File: config.mk
export PLATFORM = sky130hd
export DESIGN_NAME = vga_fb_streamer
export DESIGN_NICKNAME = d
export VERILOG_FILES = /design/src/rtl/vga_fb_streamer.sv
export SDC_FILE = /design/constraint.sdc
export NUM_CORES = 1
export LEC_CHECK = 0
export ABC_AREA = 0
export CORE_UTILIZATION = 25
export CTS_BUF_LIST = sky130_fd_sc_hd__clkbuf_4 sky130_fd_sc_hd__clkbuf_8
export CTS_CLUSTER_SIZE = 8
export DETAILED_ROUTE_END_ITERATION = 8
export PLACE_DENSITY_LB_ADDON = 0.3
export SKIP_CTS_REPAIR_TIMING = 1
export SLEW_MARGIN = 20
export SYNTH_ARGS = -nofsm -noshare
export SYNTH_HDL_FRONTEND = slang
export SYNTH_SLANG_ARGS = --single-unit
File: constraint.sdc
create_clock -name clk -period 8.2 [get_ports clk]
set_input_delay 1.64 -clock clk [delete_from_list [all_inputs] [get_ports clk]]
set_output_delay 1.64 -clock clk [all_outputs]
set_load 0.01 [all_outputs]
File: src/rtl/vga_fb_streamer.sv
// 640x480@60 VGA timing generator that streams a double-buffered 320x240 RGB444
// frame buffer, upscaled 2x, as a de/x/y/RGB pixel stream with hsync/vsync.
module vga_fb_streamer #(
    parameter int H_RES  = 640,
    parameter int V_RES  = 480,
    parameter int H_FP   = 16,
    parameter int H_SYNC = 96,
    parameter int H_BP   = 48,
    parameter int V_FP   = 10,
    parameter int V_SYNC = 2,
    parameter int V_BP   = 33,
    parameter int FB_W   = 320,
    parameter int FB_H   = 240,
    parameter int ADDR_W = 18
) (
    input  logic              clk,
    input  logic              reset,
    input  logic              swap_req,
    output logic              swap_ack,
    output logic              rd_bank,
    output logic              rd_en,
    output logic [ADDR_W-1:0] rd_addr,
    input  logic [11:0]       rd_data,
    output logic              de_out,
    output logic [9:0]        x_out,
    output logic [9:0]        y_out,
    output logic [3:0]        r_out,
    output logic [3:0]        g_out,
    output logic [3:0]        b_out,
    output logic              hsync,
    output logic              vsync,
    output logic              frame_start
);

    localparam int H_TOTAL = H_RES + H_FP + H_SYNC + H_BP;
    localparam int V_TOTAL = V_RES + V_FP + V_SYNC + V_BP;

    localparam logic [9:0] H_LAST   = 10'(H_TOTAL - 1);
    localparam logic [9:0] V_LAST   = 10'(V_TOTAL - 1);
    localparam logic [9:0] H_ACT    = 10'(H_RES);
    localparam logic [9:0] V_ACT    = 10'(V_RES);
    localparam logic [9:0] HS_START = 10'(H_RES + H_FP);
    localparam logic [9:0] HS_END   = 10'(H_RES + H_FP + H_SYNC);
    localparam logic [9:0] VS_START = 10'(V_RES + V_FP);
    localparam logic [9:0] VS_END   = 10'(V_RES + V_FP + V_SYNC);

    localparam logic [ADDR_W-1:0] BANK_SIZE = ADDR_W'(FB_W * FB_H);
    localparam logic [ADDR_W-1:0] LINE_SIZE = ADDR_W'(FB_W);

    logic [9:0] h_cnt;
    logic [9:0] v_cnt;
    logic       h_wrap;
    logic       end_of_frame;
    logic       pending;

    assign h_wrap       = (h_cnt == H_LAST);
    assign end_of_frame = h_wrap && (v_cnt == V_LAST);

    always_ff @(posedge clk or negedge reset) begin
        if (!reset) begin
            h_cnt <= '0;
            v_cnt <= '0;
        end else if (h_wrap) begin
            h_cnt <= '0;
            v_cnt <= (v_cnt == V_LAST) ? '0 : v_cnt + 10'd1;
        end else begin
            h_cnt <= h_cnt + 10'd1;
        end
    end

    // Bank only flips on the last cycle of a frame so every frame reads one bank.
    always_ff @(posedge clk or negedge reset) begin
        if (!reset) begin
            rd_bank  <= 1'b0;
            pending  <= 1'b0;
            swap_ack <= 1'b0;
        end else begin
            swap_ack <= 1'b0;
            if (end_of_frame && (pending || swap_req)) begin
                rd_bank  <= ~rd_bank;
                pending  <= 1'b0;
                swap_ack <= 1'b1;
            end else if (swap_req) begin
                pending <= 1'b1;
            end
        end
    end

    // Stage 0: frame-buffer address straight from the counters
    logic              act_p0;
    logic              hs_p0;
    logic              vs_p0;
    logic [ADDR_W-1:0] addr_p0;

    always_comb begin
        act_p0  = (h_cnt < H_ACT) && (v_cnt < V_ACT);
        hs_p0   = !((h_cnt >= HS_START) && (h_cnt < HS_END));
        vs_p0   = !((v_cnt >= VS_START) && (v_cnt < VS_END));
        addr_p0 = '0;
        if (act_p0) begin
            addr_p0 = (rd_bank ? BANK_SIZE : '0)
                    + ADDR_W'(v_cnt >> 1) * LINE_SIZE
                    + ADDR_W'(h_cnt >> 1);
        end
    end

    assign rd_en   = act_p0;
    assign rd_addr = addr_p0;

    // Stage 1: align position and syncs with the memory read latency
    logic       vld_p1;
    logic [9:0] h_p1;
    logic [9:0] v_p1;
    logic       hs_p1;
    logic       vs_p1;

    always_ff @(posedge clk or negedge reset) begin
        if (!reset) begin
            vld_p1 <= 1'b0;
            h_p1   <= '0;
            v_p1   <= '0;
            hs_p1  <= 1'b1;
            vs_p1  <= 1'b1;
        end else begin
            vld_p1 <= act_p0;
            h_p1   <= h_cnt;
            v_p1   <= v_cnt;
            hs_p1  <= hs_p0;
            vs_p1  <= vs_p0;
        end
    end

    // Stage 2: output registers, pixel data forced to zero in blanking
    always_ff @(posedge clk or negedge reset) begin
        if (!reset) begin
            de_out      <= 1'b0;
            x_out       <= '0;
            y_out       <= '0;
            r_out       <= '0;
            g_out       <= '0;
            b_out       <= '0;
            hsync       <= 1'b1;
            vsync       <= 1'b1;
            frame_start <= 1'b0;
        end else begin
            de_out                <= vld_p1;
            x_out                 <= vld_p1 ? h_p1 : '0;
            y_out                 <= vld_p1 ? v_p1 : '0;
            {r_out, g_out, b_out} <= vld_p1 ? rd_data : 12'h000;
            hsync                 <= hs_p1;
            vsync                 <= vs_p1;
            frame_start           <= vld_p1 && (h_p1 == '0) && (v_p1 == '0);
        end
    end

endmodule

# ---- Yosys cells after proc, flatten, opt, wreduce, memory -nomap -nowiden
# Cells that the tools add are included.
dict set report word_totals {
  ff_bits 82
  latch_bits 0
  ram_bits 0
  mem_bits_ro 0
  output_inout_bits 57
  elab_cells 56
  n_memories 0
}
dict set report op_classes {
  addsub 4
  n_mul 1
  div 0
  n_lt_le_gt_ge 6
  eq_ne 2
  shift 0
  n_mux 10
  bitwise_logic 1
  reduce_logical 13
}
# op count
set op_table {}
lappend op_table {{2-to-1 mux 10 bit} 4}
lappend op_table {{adder 10 x 1 -> 10 bit (second input constant)} 2}
lappend op_table {{equality test 10 bit (second input constant)} 2}
lappend op_table {{zero test 10 bit} 2}
lappend op_table {{< comparator 10 bit (second input constant)} 2}
lappend op_table {{< comparator 10 x 9 -> 1 bit (second input constant)} 2}
lappend op_table {{adder 17 x 18 -> 18 bit} 1}
lappend op_table {{adder 18 x 9 -> 18 bit} 1}
lappend op_table {{2-to-1 mux 18 bit} 1}
lappend op_table {{2-to-1 mux 17 bit} 1}
lappend op_table {{multiplier 9 x 3 -> 12 bit (second input constant)} 1}
lappend op_table {{2-to-1 mux 12 bit} 1}
lappend op_table {{>= comparator 10 bit (second input constant)} 1}
lappend op_table {{>= comparator 10 x 9 -> 1 bit (second input constant)} 1}
lappend op_table {{logical AND 1 bit} 7}
lappend op_table {{2-to-1 mux 1 bit} 3}
lappend op_table {{zero test 1 bit} 2}
lappend op_table {{nonzero test 2 bit} 1}
lappend op_table {{logical OR 1 bit} 1}
lappend op_table {{NOT 1 bit} 1}

# ---- Logic depth before layout (Yosys ltp)
# Gate-level depths: netlist (run 1).
dict set report depth {
  word_depth 4
  depth_mapped 11
  ltp_nobuf 11
}

# ---- Worst setup path before layout (run 1)
# Ideal clock, no wire load.
dict set report synth_timing {
  path_kind {register -> output}
  start {register v_cnt[2]}
  end {output port rd_addr[16]}
  arrival_ns 3.168
  setup_slack_ns 3.392
  stages_incl_launch_ff 11
  cell_sequence {dfrtp_1 -> ha_1 -> ha_1 -> fa_1 -> xor2_1 -> ha_1 -> nand3_1 -> o21ai_0 -> a41oi_1 -> or4_1 -> a21oi_1}
}
dict set report synth_between {
  elab_chain_cells 4
  elab_cells_between_ends 6
  classes_between {add/sub (2); mul (1); order compare (1); mux (1); reduce/logical (1)}
}
# element line
set synth_lines {}
lappend synth_lines {{start: declaration} 51} ;# logic [9:0] v_cnt;
lappend synth_lines {{start signal: assignment} 65} ;# v_cnt <= (v_cnt == V_LAST) ? '0 : v_cnt + 10'd1;
lappend synth_lines {{multiplier 9 x 3 -> 12 bit} 102} ;# + ADDR_W'(v_cnt >> 1) * LINE_SIZE
lappend synth_lines {{adder 17 x 18 -> 18 bit} 102}
lappend synth_lines {{adder 18 x 9 -> 18 bit} 103} ;# + ADDR_W'(h_cnt >> 1);
lappend synth_lines {{2-to-1 mux 18 bit *} 100} ;# if (act_p0) begin
lappend synth_lines {{end: declaration} 22} ;# output logic [ADDR_W-1:0] rd_addr,
# Mark *: on every way between the ends. The rest lies on a longest branch, timed or not.

# ---- Worst setup path in the final report (run 1)
# Ends and elaborated chain as after synthesis.

==> summary.md, run 1 <==
| Metric | Value |
|---|---|
| Outcome | `finished clean` |
| Reg2reg start | `h_cnt[0]` |
| First-pass GRT wire length | `13.3 mm` |
| Worst vdd ir | `around 0.000070 V` |
| Worst Setup Slack, final | `2.28 ns` |
| Overall Power | `~760 uW` |
| CP delay by family, top | `adder cells` |
| Post-route ant nets | `0` |
| Max-cap viol count | `0` |
| Most frequent CP cell | `ha_1` |
| Worst slack, placed | `around 2.7 ns` |
| # setup viols final | `0` |
| Buf/Inv on CP | `1` |
| Mapped Nets | `between 300 and 400` |
| Mean Syn Cell Area | `11.3 um^2` |
| Ys async rst share | `between 90% and 100%` |
| Initial drt markers | `95` |
| WHS Path Cells | `0` |
| IO Count | `72` |
| Final slew viol count | `0` |
| Mapped Area | `approximately 0.0038 mm^2` |
| Number of synthesis warnings | `0` |
| Die Width | `125 um` |
| Worst setup SP type | `register` |
| Reg2reg path depth | `6` |
| EDFF count, synth | `0` |
| DP Area | `~0.0047 mm^2` |
| P_leak | `0.00216 uW` |
| Crit Reg-Reg Endpoint | `v_cnt[6]` |
| Pre-antenna DRT Iters | `4` |
| Die area | `around 0.016 mm^2` |
| Core Region | `0.0146 mm^2` |
| DIE HEIGHT | `approximately 120 um` |
| Clk_skew | `0.00780 ns` |
| Largest cells by area after synthesis | `dfrtp_1, ha_1, and2_1, dfstp_2, xnor2_1` |
| IO Port Bufs | `71` |
| Synth Flop Type | `dfrtp_1` |
| Final #Nets | `447` |
| Total global-route track usage | `10.6%` |
| Rel. slew slack | `between 40% and 50%` |
| H-tree depth | `3` |
| Seq/Total Area, Yosys | `between 50% and 60%` |
| Detailed-route wire length | `roughly 7.7 mm` |
| PwrDens | `between 150 and 200 mW/mm^2` |
| Placed cells | `578` |
| Ant. Diodes | `0` |
| Largest net degree at the start of global routing | `83` |
| Clock root cell | `clkbuf_8` |
| Drt wl/cell | `between 10 and 15 um` |
| GR Overflow Total | `0` |
| Non-Filler Instances | `just under 600` |
| Synth top area share | `52.0%` |
| Vias/cell | `~4.4` |
| Clock-pin slew on the worst setup and hold paths | `about 0.090 ns` |
| TritonCTS Buffers | `9` |
| Kind of critical path | `reg2out` |
| Most common cell in the netlist | `dfrtp_1` |
| Setup TNS | `0 ns` |
| Initial Util | `between 20 and 30%` |
| Worst Min Path Start | `hs_p1` |
| DP Wirelength | `between 5 and 6 mm` |
| Post-Syn Instances | `around 330` |
| Arr. time, crit path | `between 4 and 5 ns` |
| Latest clock arrival within the worst-skew pair | `about 0.34 ns` |
| Top cells by count, synth | `dfrtp_1, and2_1, ha_1` |
| CTS tree | `built` |
| CP Capture Type | `output pin` |
| Worst Path Required | `about 6.6 ns` |
| Number of synthesized register bits | `between 80 and 90` |
| Flop2flop setup slack | `about 6.0 ns` |
| Final Cell Area | `around 0.0049 mm^2` |
| Area Overhead vs Synth | `30.2%` |
| FP Rows | `44` |
| Number of global-route vias before repair | `roughly 2700` |
| Final hold violation count | `0` |
| Min-Delay Endpoint | `hsync` |
| Fin crit share | `72.2%` |
| Residual DRC | `0` |
| Synth unique cells | `just under 50` |
| Max Root-Sink Buffers | `2` |
| Worst Max-Slew Pin Slew | `~0.75 ns` |
| # clock sinks | `between 80 and 90` |
| Slowest stage delay, CP | `about 0.56 ns` |
| Routed via count | `~2600` |
| Post-layout min period | `between 5 and 6 ns` |
| Layout cell share with drive strength beyond 1 | `approximately 7%` |
| Crit path cell chain | `ha_1, ha_1, fa_1, xor2_1, ha_1, nand3_1, o21ai_0, a41oi_1, or4_1, a21oi_1, clkdlybuf4s50_1` |
| CP max FO | `10` |
| GP Congestion | `0.809` |
| CP max-delay cell | `clkdlybuf4s50_1` |
| Fmax | `between 150 and 200 MHz` |
| Initial antenna violation count | `0` |
| Worst hold-check path type | `reg2reg` |
| Largest area contributor in the netlist | `dfrtp_1` |
| RSZ-0062 raised after global routing | `false` |
[how the worst max path moves through the flow]
stage	start	to	slack, ns	cells after the start
6_report	v_cnt[2]	rd_addr[16]	2.28	11
5_1_grt	v_cnt[2]	rd_addr[16]	2.03	11
4_1_cts	v_cnt[2]	rd_addr[16]	2.26	11
3_5_place_dp	v_cnt[2]	rd_addr[16]	2.66	11
3_3_place_gp	v_cnt[2]	rd_addr[16]	2.74	11
2_1_floorplan	v_cnt[2]	rd_addr[16]	3.39	10
[layout by cell type (no fill, tap or decap), types with 5 or more instances in the layout]
cell type        netlist  layout
dfrtp_1               78      78
clkdlybuf4s50_1        0      70
and2_1                40      40
ha_1                  25      25
o21ai_0               20      20
nand2_1               19      19
nor2_1                17      17
xnor2_1               12      12
a21oi_1               12      12
inv_1                  9       9
clkbuf_8               0       9
nand3_1                8       8
nor3_1                 6       6
xor2_1                 6       6
and3_1                 5       5
or3_1                  5       5
[routing by layer]
metal	vias up	GRT usage, %	part of all wire, %
li1	1301	-	-
met1	1237	14.8	51
met2	76	15.7	43
met3	9	2.10	4.9
met4	0	4.46	1.5
met5	-	0	0
[power by group]
part           total (uW)  leakage, uW  switching, uW  internal [uW]
Clock                 318     0.000111            144            174
Combinational        30.1      0.00101           14.2           15.9
Sequential            409      0.00104           1.38            407
Total                 757      0.00216            160            597
[cell type report]
class                      instances  area [um^2]
inverter                           9         33.8
tap                              184          230
multi-input combinational        232         1630
clock buffer                       9          124
fill                            1449         9700
clock inverter                     7         98.8
timing repair buffer              71          712
sequential                        82         2060
[flip-flops by register name, summed over array words and instances, names as in the netlist, 4 cells and up]
signal  cells
g_out       4
v_p1       10
h_p1       10
h_cnt      10
v_cnt      10
x_out      10
y_out      10
b_out       4
r_out       4
[through the flow]
step	hold slack [ns]	util, %
after floorplan	0.345	-
after global placement	0.347	32.0
after detailed placement	0.348	32.0
after CTS	0.361	33.5
after global routing	0.364	33.5
final	0.360	33.5
[cells by family (layout without fill, tap and decap cells)]
family	count (synthesis)	count (layout)	share of synthesized area [%]
muxes	2	2	0.566
AOI/OAI and AO/OA	57	57	9.73
buffers and inverters	17	96	1.70
DFF	82	82	54.8
xor gates and xnor gates	18	18	4.20
and+or+nand+nor	128	128	19.6
adders and majority gates	27	27	9.40
Power figures use the tool's default switching activity.
==> run 2, diff against run 1 <==
clock period = 4.9 ns   (was 8.2 ns; I/O delays follow)
==> run 2 against run 1 <==
Compared with the run above:
- hold slack about the same
- die area is the same
- sequential share of layout area decreased by 0.47 points
- register-to-register slack got worse by 3.4 ns
- utilization increased by 0.38 points
- clock power up 43%
- combinational power is 70% higher
- largest power group unchanged
==> summary.md, run 2 (synthesized netlist as in run 1, its figures left out) <==
| Metric | Value |
|---|---|
| Final slew viol count | `0 (unchanged)` |
| Pre-antenna DRT Iters | `4 (unchanged)` |
| Vias/cell | `4.47 (was 4.42)` |
| # setup viols final | `0 (unchanged)` |
| Sequential power share | `57.5% (was 54.0%)` |
| Ant. Diodes | `0 (unchanged)` |
| Worst Path Required | `3.92 ns (was 6.56 ns)` |
| Net Sw Frac | `23.4% (was 21.1%)` |
| IO Count | `72 (unchanged)` |
| Clk_skew | `0.0108 ns (was 0.00780 ns)` |
| CP max FO | `6 (was 10)` |
| Die Width | `125 um (unchanged)` |
| Worst Max-Slew Pin Slew | `0.742 ns (was 0.750 ns)` |
| PwrDens | `240 mW/mm^2 (was 155 mW/mm^2)` |
| CTS tree | `built (unchanged)` |
| Fill cell count | `1441 (was 1449)` |
| DIE HEIGHT | `125 um (unchanged)` |
| Flop2flop setup slack | `2.61 ns (was 5.99 ns)` |
| Largest net degree at the start of global routing | `83 (unchanged)` |
| Worst setup SP type | `register (unchanged)` |
| Hold slack | `0.360 ns (about the same)` |
| Final #Nets | `456 (was 447)` |
| M1 GR Usage | `15.5% (was 14.8%)` |
| Final hold violation count | `0 (unchanged)` |
| GR Overflow Total | `0 (unchanged)` |
| Clock network fraction of total power | `38.2% (was 42.0%)` |
| Residual DRC | `0 (unchanged)` |
| Worst hold-check path type | `reg2reg (unchanged)` |
| Fin crit share | `around 95%` |
| Number of global-route vias before repair | `2742 (was 2702)` |
| H-tree depth | `3 (unchanged)` |
| Grt peak-use layer | `met2 (unchanged)` |
| First-pass GRT wire length | `13.8 mm (was 13.3 mm)` |
| GP Congestion | `0.808 (was 0.809)` |
| Met2 Use GR | `16.2% (was 15.7%)` |
| DP Wirelength | `5.71 mm (was 5.45 mm)` |
| Cell Int Power | `910 uW (was 597 uW)` |
| Post-route ant nets | `0 (unchanged)` |
| FP Rows | `44 (unchanged)` |
| Final Util | `33.9% (was 33.5%)` |
| Clock-pin slew on the worst setup and hold paths | `0.09 ns (about the same)` |
| Logic gate share of total power | `4.3% (was 4.0%)` |
| Worst vdd ir | `0.000109 V (was 0.0000698 V)` |
| Core Region | `0.0146 mm^2 (unchanged)` |
| Most frequent cells in the layout | `dfrtp_1, clkdlybuf4s50_1, and2_1 (unchanged)` |
| P_leak | `0.00221 uW (was 0.00216 uW)` |
| Most common cell after layout, fill and taps aside | `dfrtp_1 (unchanged)` |
| Die area | `0.0155 mm^2 (unchanged)` |
| Layout cell share with drive strength beyond 1 | `10.0% (was 7.07%)` |
| Met3 GRT Util | `2.71% (was 2.10%)` |
| Max-cap viol count | `0 (unchanged)` |
| Area Overhead vs Synth | `31.7% (was 30.2%)` |
| Clock root cell | `clkbuf_8 (unchanged)` |
| Max Root-Sink Buffers | `2 (unchanged)` |
| Rel. slew slack | `50.5% (was 50.0%)` |
| Latest clock arrival within the worst-skew pair | `0.35 ns (was 0.34 ns)` |
| Routed via count | `2697 (was 2623)` |
| Arr. time, crit path | `3.69 ns (was 4.28 ns)` |
| Switching power total | `278 uW (was 160 uW)` |
| Total global-route track usage | `11.0% (was 10.6%)` |
| # clock sinks | `82 (unchanged)` |
| Outcome | `finished clean (unchanged)` |
| Initial antenna violation count | `0 (unchanged)` |
| Post-layout min period | `~4.7 ns` |
| RSZ-0062 raised after global routing | `false (unchanged)` |
| Initial drt markers | `110 (was 95)` |
| Detailed-route wire length | `8.09 mm (was 7.66 mm)` |
| Fmax | `214 MHz` |
| IO Port Bufs | `71 (unchanged)` |
| Kind of critical path | `reg2out (unchanged)` |
| Reg2reg path depth | `8 (was 6)` |
| Drt wl/cell | `13.4 um (was 12.9 um)` |
| TritonCTS Buffers | `9 (unchanged)` |
| WHS Path Cells | `0 (unchanged)` |
| Initial Util | `25.7% (unchanged)` |
| CP Capture Type | `output pin (unchanged)` |
run 2: worst max-delay path, stage by stage (launching register included):
cell             delay (ns)
dfrtp_1                0.43
ha_1                   0.29
ha_1                   0.24
fa_2                   0.38
a21o_2                 0.20
a21oi_1                0.17
xnor2_1                0.09
ha_1                   0.34
o21ai_0                0.11
a211o_1                0.27
a21oi_1                0.15
a22o_1                 0.14
clkdlybuf4s50_1        0.53
run 2: worst paths after layout:
check                               from     endpoint
worst max-delay path            v_cnt[4]  rd_addr[17]
worst min-delay path               hs_p1        hsync
worst max register to register  v_cnt[1]      rd_bank
worst min register to register     hs_p1        hsync
max in group asynchronous          reset     x_out[1]
min in group asynchronous          reset     r_out[1]
run 2: cell type report:
class	instances	area, um^2	share of cell area [%]
Sequential cell	82	2060	41.6
Multi-Input combinational cell	232	1650	33.4
Timing Repair Buffer	80	785	15.9
Tap cell	184	230	4.66
Clock buffer	10	138	2.78
Clock inverter	6	48.8	0.987
Inverter	9	33.8	0.683
run 2: stage by stage:
stage / std cells / power, uW / worst slack [ns] / area, um^2 / TNS, ns
global placement: 586 / 748 / 0.209 / 4720 / 0
CTS: 602 / 1210 / -0.246 / 4910 / -0.246
finish: 603 / 1190 / 0.230 / 4940 / 0
global route: 603 / 1250 / 0.0192 / 4940 / 0
detailed placement: 586 / 749 / 0.156 / 4720 / 0
floorplan: 331 / 709 / 0.752 / 3750 / 0
run 2: power by group through the flow:
stage                     Combinational [uW]  Sequential [uW]  Clock (uW)
after global routing                    57.3              684         506
after CTS                               51.9              684         471
after floorplan                         9.07              700           0
after global placement                  51.0              697           0
final                                   51.1              684         454
after detailed placement                51.5              697           0
run 2: layer usage:
layer	up-vias	wire length, um
met2	86	3470
met1	1280	4040
li1	1323	-
met4	0	123
met3	8	450
met5	-	0
==> run 3, diff against run 2 <==
SETUP_SLACK_MARGIN = 0.3   (was not set)
SLEW_MARGIN = 25   (was 20)
==> run 3 against run 2 <==
Compared with the run above:
- die area unchanged
- first-iteration DRC count increased by 3.6%
- combinational power increased by 1%
- flip-flop and latch count did not move
- setup slack improved by 0.052 ns
- non-clock buffer count up 3
- utilization up 0.27 points
- wire length increased by 0.90%
- critical endpoint is now rd_addr[16]
- largest cell class unchanged
- largest power group unchanged
==> summary.md, run 3 (synthesized netlist as in run 1, its figures left out) <==
| Metric | Value |
|---|---|
| Die Width | `125 um (unchanged)` |
| Latest clock arrival within the worst-skew pair | `0.36 ns (was 0.35 ns)` |
| DP Wirelength | `5.71 mm (unchanged)` |
| First-pass GRT wire length | `13.8 mm (unchanged)` |
| TritonCTS Buffers | `9 (unchanged)` |
| Max Root-Sink Buffers | `2 (unchanged)` |
| Detailed-route wire length | `8.16 mm (was 8.09 mm)` |
| Fin crit share | `94.2% (was 95.3%)` |
| Worst vdd ir | `0.000110 V (was 0.000109 V)` |
| Vias/cell | `4.47 (about the same)` |
| Final hold violation count | `0 (unchanged)` |
| Length of routed met2 wiring | `3.52 mm (was 3.47 mm)` |
| Area Overhead vs Synth | `32.7% (was 31.7%)` |
| Outcome | `finished clean (unchanged)` |
| Final Cell Area | `0.00498 mm^2 (was 0.00494 mm^2)` |
| Worst hold-check path type | `reg2reg (unchanged)` |
| Residual DRC | `0 (unchanged)` |
| Most common cell after layout, fill and taps aside | `dfrtp_1 (unchanged)` |
| CP Capture Type | `output pin (unchanged)` |
| Post-route ant nets | `0 (unchanged)` |
| P_leak | `0.00227 uW (was 0.00221 uW)` |
| CP max-delay cell | `or4_1 (was clkdlybuf4s50_1)` |
| Crit path cell chain | `ha_1, ha_1, a211o_1, a211oi_2, o21ai_0, a21oi_1, xnor2_1, ha_1, or4_1, a21oi_1, dlymetal6s2s_1 (was ha_1, ha_1, fa_2, a21o_2, a21oi_1, xnor2_1, ha_1, o21ai_0, a211o_1, a21oi_1, a22o_1, clkdlybuf4s50_1)` |
| Final #Nets | `459 (was 456)` |
| Initial antenna violation count | `0 (unchanged)` |
| Initial Util | `25.7% (unchanged)` |
| Die area | `0.0155 mm^2 (unchanged)` |
| Met3 routed WL | `393 um (was 450 um)` |
| Ant. Diodes | `0 (unchanged)` |
| Worst Max-Slew Pin Slew | `0.742 ns (about the same)` |
| Rel. slew slack | `50.5% (about the same)` |
| Max Used Layer | `met4 (unchanged)` |
| Placed cells | `586 (unchanged)` |
| RSZ-0062 raised after global routing | `true (was false)` |
| DIE HEIGHT | `125 um (unchanged)` |
| Kind of critical path | `reg2out (unchanged)` |
| Clk_skew | `0.0116 ns (was 0.0108 ns)` |
| IO Port Bufs | `71 (unchanged)` |
| Max-cap viol count | `0 (unchanged)` |
| CP max FO | `3 (was 6)` |
| # clock sinks | `82 (unchanged)` |
| Core Region | `0.0146 mm^2 (unchanged)` |
| Worst setup SP type | `register (unchanged)` |
| DP Area | `0.00472 mm^2 (unchanged)` |
| GR Overflow Total | `0 (unchanged)` |
| Total global-route track usage | `11.0% (unchanged)` |
| Overall Power | `1190 uW (about the same)` |
| Worst Path Required | `3.92 ns (about the same)` |
| Initial drt markers | `114 (was 110)` |
| Number of global-route vias before repair | `2742 (unchanged)` |
| Clock root cell | `clkbuf_8 (unchanged)` |
| Non-Filler Instances | `606 (was 603)` |
| Final Util | `34.2% (was 33.9%)` |
| Hold slack | `0.360 ns (about the same)` |
| Arr. time, crit path | `3.64 ns (was 3.69 ns)` |
| CTS tree | `built (unchanged)` |
| Drt wl/cell | `13.5 um (was 13.4 um)` |
| Post-layout min period | `4.62 ns (was 4.67 ns)` |
| PwrDens | `239 mW/mm^2 (was 240 mW/mm^2)` |
| FP Rows | `44 (unchanged)` |
| Final slew viol count | `0 (unchanged)` |
| Post-Route M1 WL | `4.12 mm (was 4.04 mm)` |
| Most frequent cells in the layout | `dfrtp_1, clkdlybuf4s50_1, and2_1 (unchanged)` |
| Most frequent CP cell | `ha_1 (unchanged)` |
| H-tree depth | `3 (unchanged)` |
| Layout cell share with drive strength beyond 1 | `11.4% (was 10.0%)` |
| GP Congestion | `0.808 (unchanged)` |
| Clock-pin slew on the worst setup and hold paths | `0.09 ns (about the same)` |
| Routed via count | `2708 (was 2697)` |
| Fmax | `217 MHz (was 214 MHz)` |
| Slowest stage delay, CP | `0.53 ns (about the same)` |
| IO Count | `72 (unchanged)` |
| Pre-antenna DRT Iters | `4 (unchanged)` |
| # setup viols final | `0 (unchanged)` |
| Largest net degree at the start of global routing | `83 (unchanged)` |
## run 3: changes by cell type in the layout (fill, tap and decap cells not counted)
cell,delta
a211oi_2,+1
buf_4,+3
ha_2,+1
a211oi_1,-1
clkdlybuf4s50_1,-2
ha_1,-1
a21oi_1,-1
dlymetal6s2s_1,+2
a21oi_2,+1
## run 3: layout make-up
| type | count | area, um^2 |
|---|---|---|
| fill | 1439 | 9610 |
| clock inverter | 6 | 48.8 |
| multi-input combinational | 232 | 1660 |
| tap | 184 | 230 |
| clock buffer | 10 | 138 |
| timing repair buffer | 83 | 812 |
| inverter | 9 | 33.8 |
| sequential | 82 | 2060 |
## run 3: where the power goes
group	leakage [uW]	internal (uW)	switching, uW
logic	0.00114	27.4	24.4
clock network	0.0000855	202	253
registers	0.00104	682	2.31
total	0.00227	911	280
## run 3: worst paths after layout
check / depth (start not counted) / slack (ns) / from / endpoint
setup / recovery: 11 / 0.28 / v_cnt[3] / rd_addr[16]
hold / removal: 0 / 0.36 / hs_p1 / hsync
setup reg to reg: 8 / 2.55 / v_cnt[4] / rd_bank
hold reg to reg: 0 / 0.36 / hs_p1 / hsync
max in group asynchronous: 1 / 3.75 / reset / x_out[1]
min in group asynchronous: 1 / 0.65 / reset / r_out[1]
## run 3: layer usage
metal / GRT usage (%) / vias up
met5: 0 / -
met4: 4.04 / 0
met3: 2.71 / 8
met2: 16.2 / 78
met1: 15.5 / 1293
li1: - / 1329
## run 3: through the flow
step                      setup TNS (ns)  worst slack [ns]
after global routing                   0             0.156
after detailed placement               0             0.156
after floorplan                        0             0.752
after global placement                 0             0.209
final                                  0             0.282
after CTS                         -0.246            -0.246
## run 3: worst max-delay path: cells and delay by family (launching register included)
kind	cells	cell delay (ns)
buf+inv	1	0.18
simple gates	1	0.53
flops	1	0.42
xor+xnor	1	0.15
compound gates	5	1.05
fa+ha+maj	3	0.96
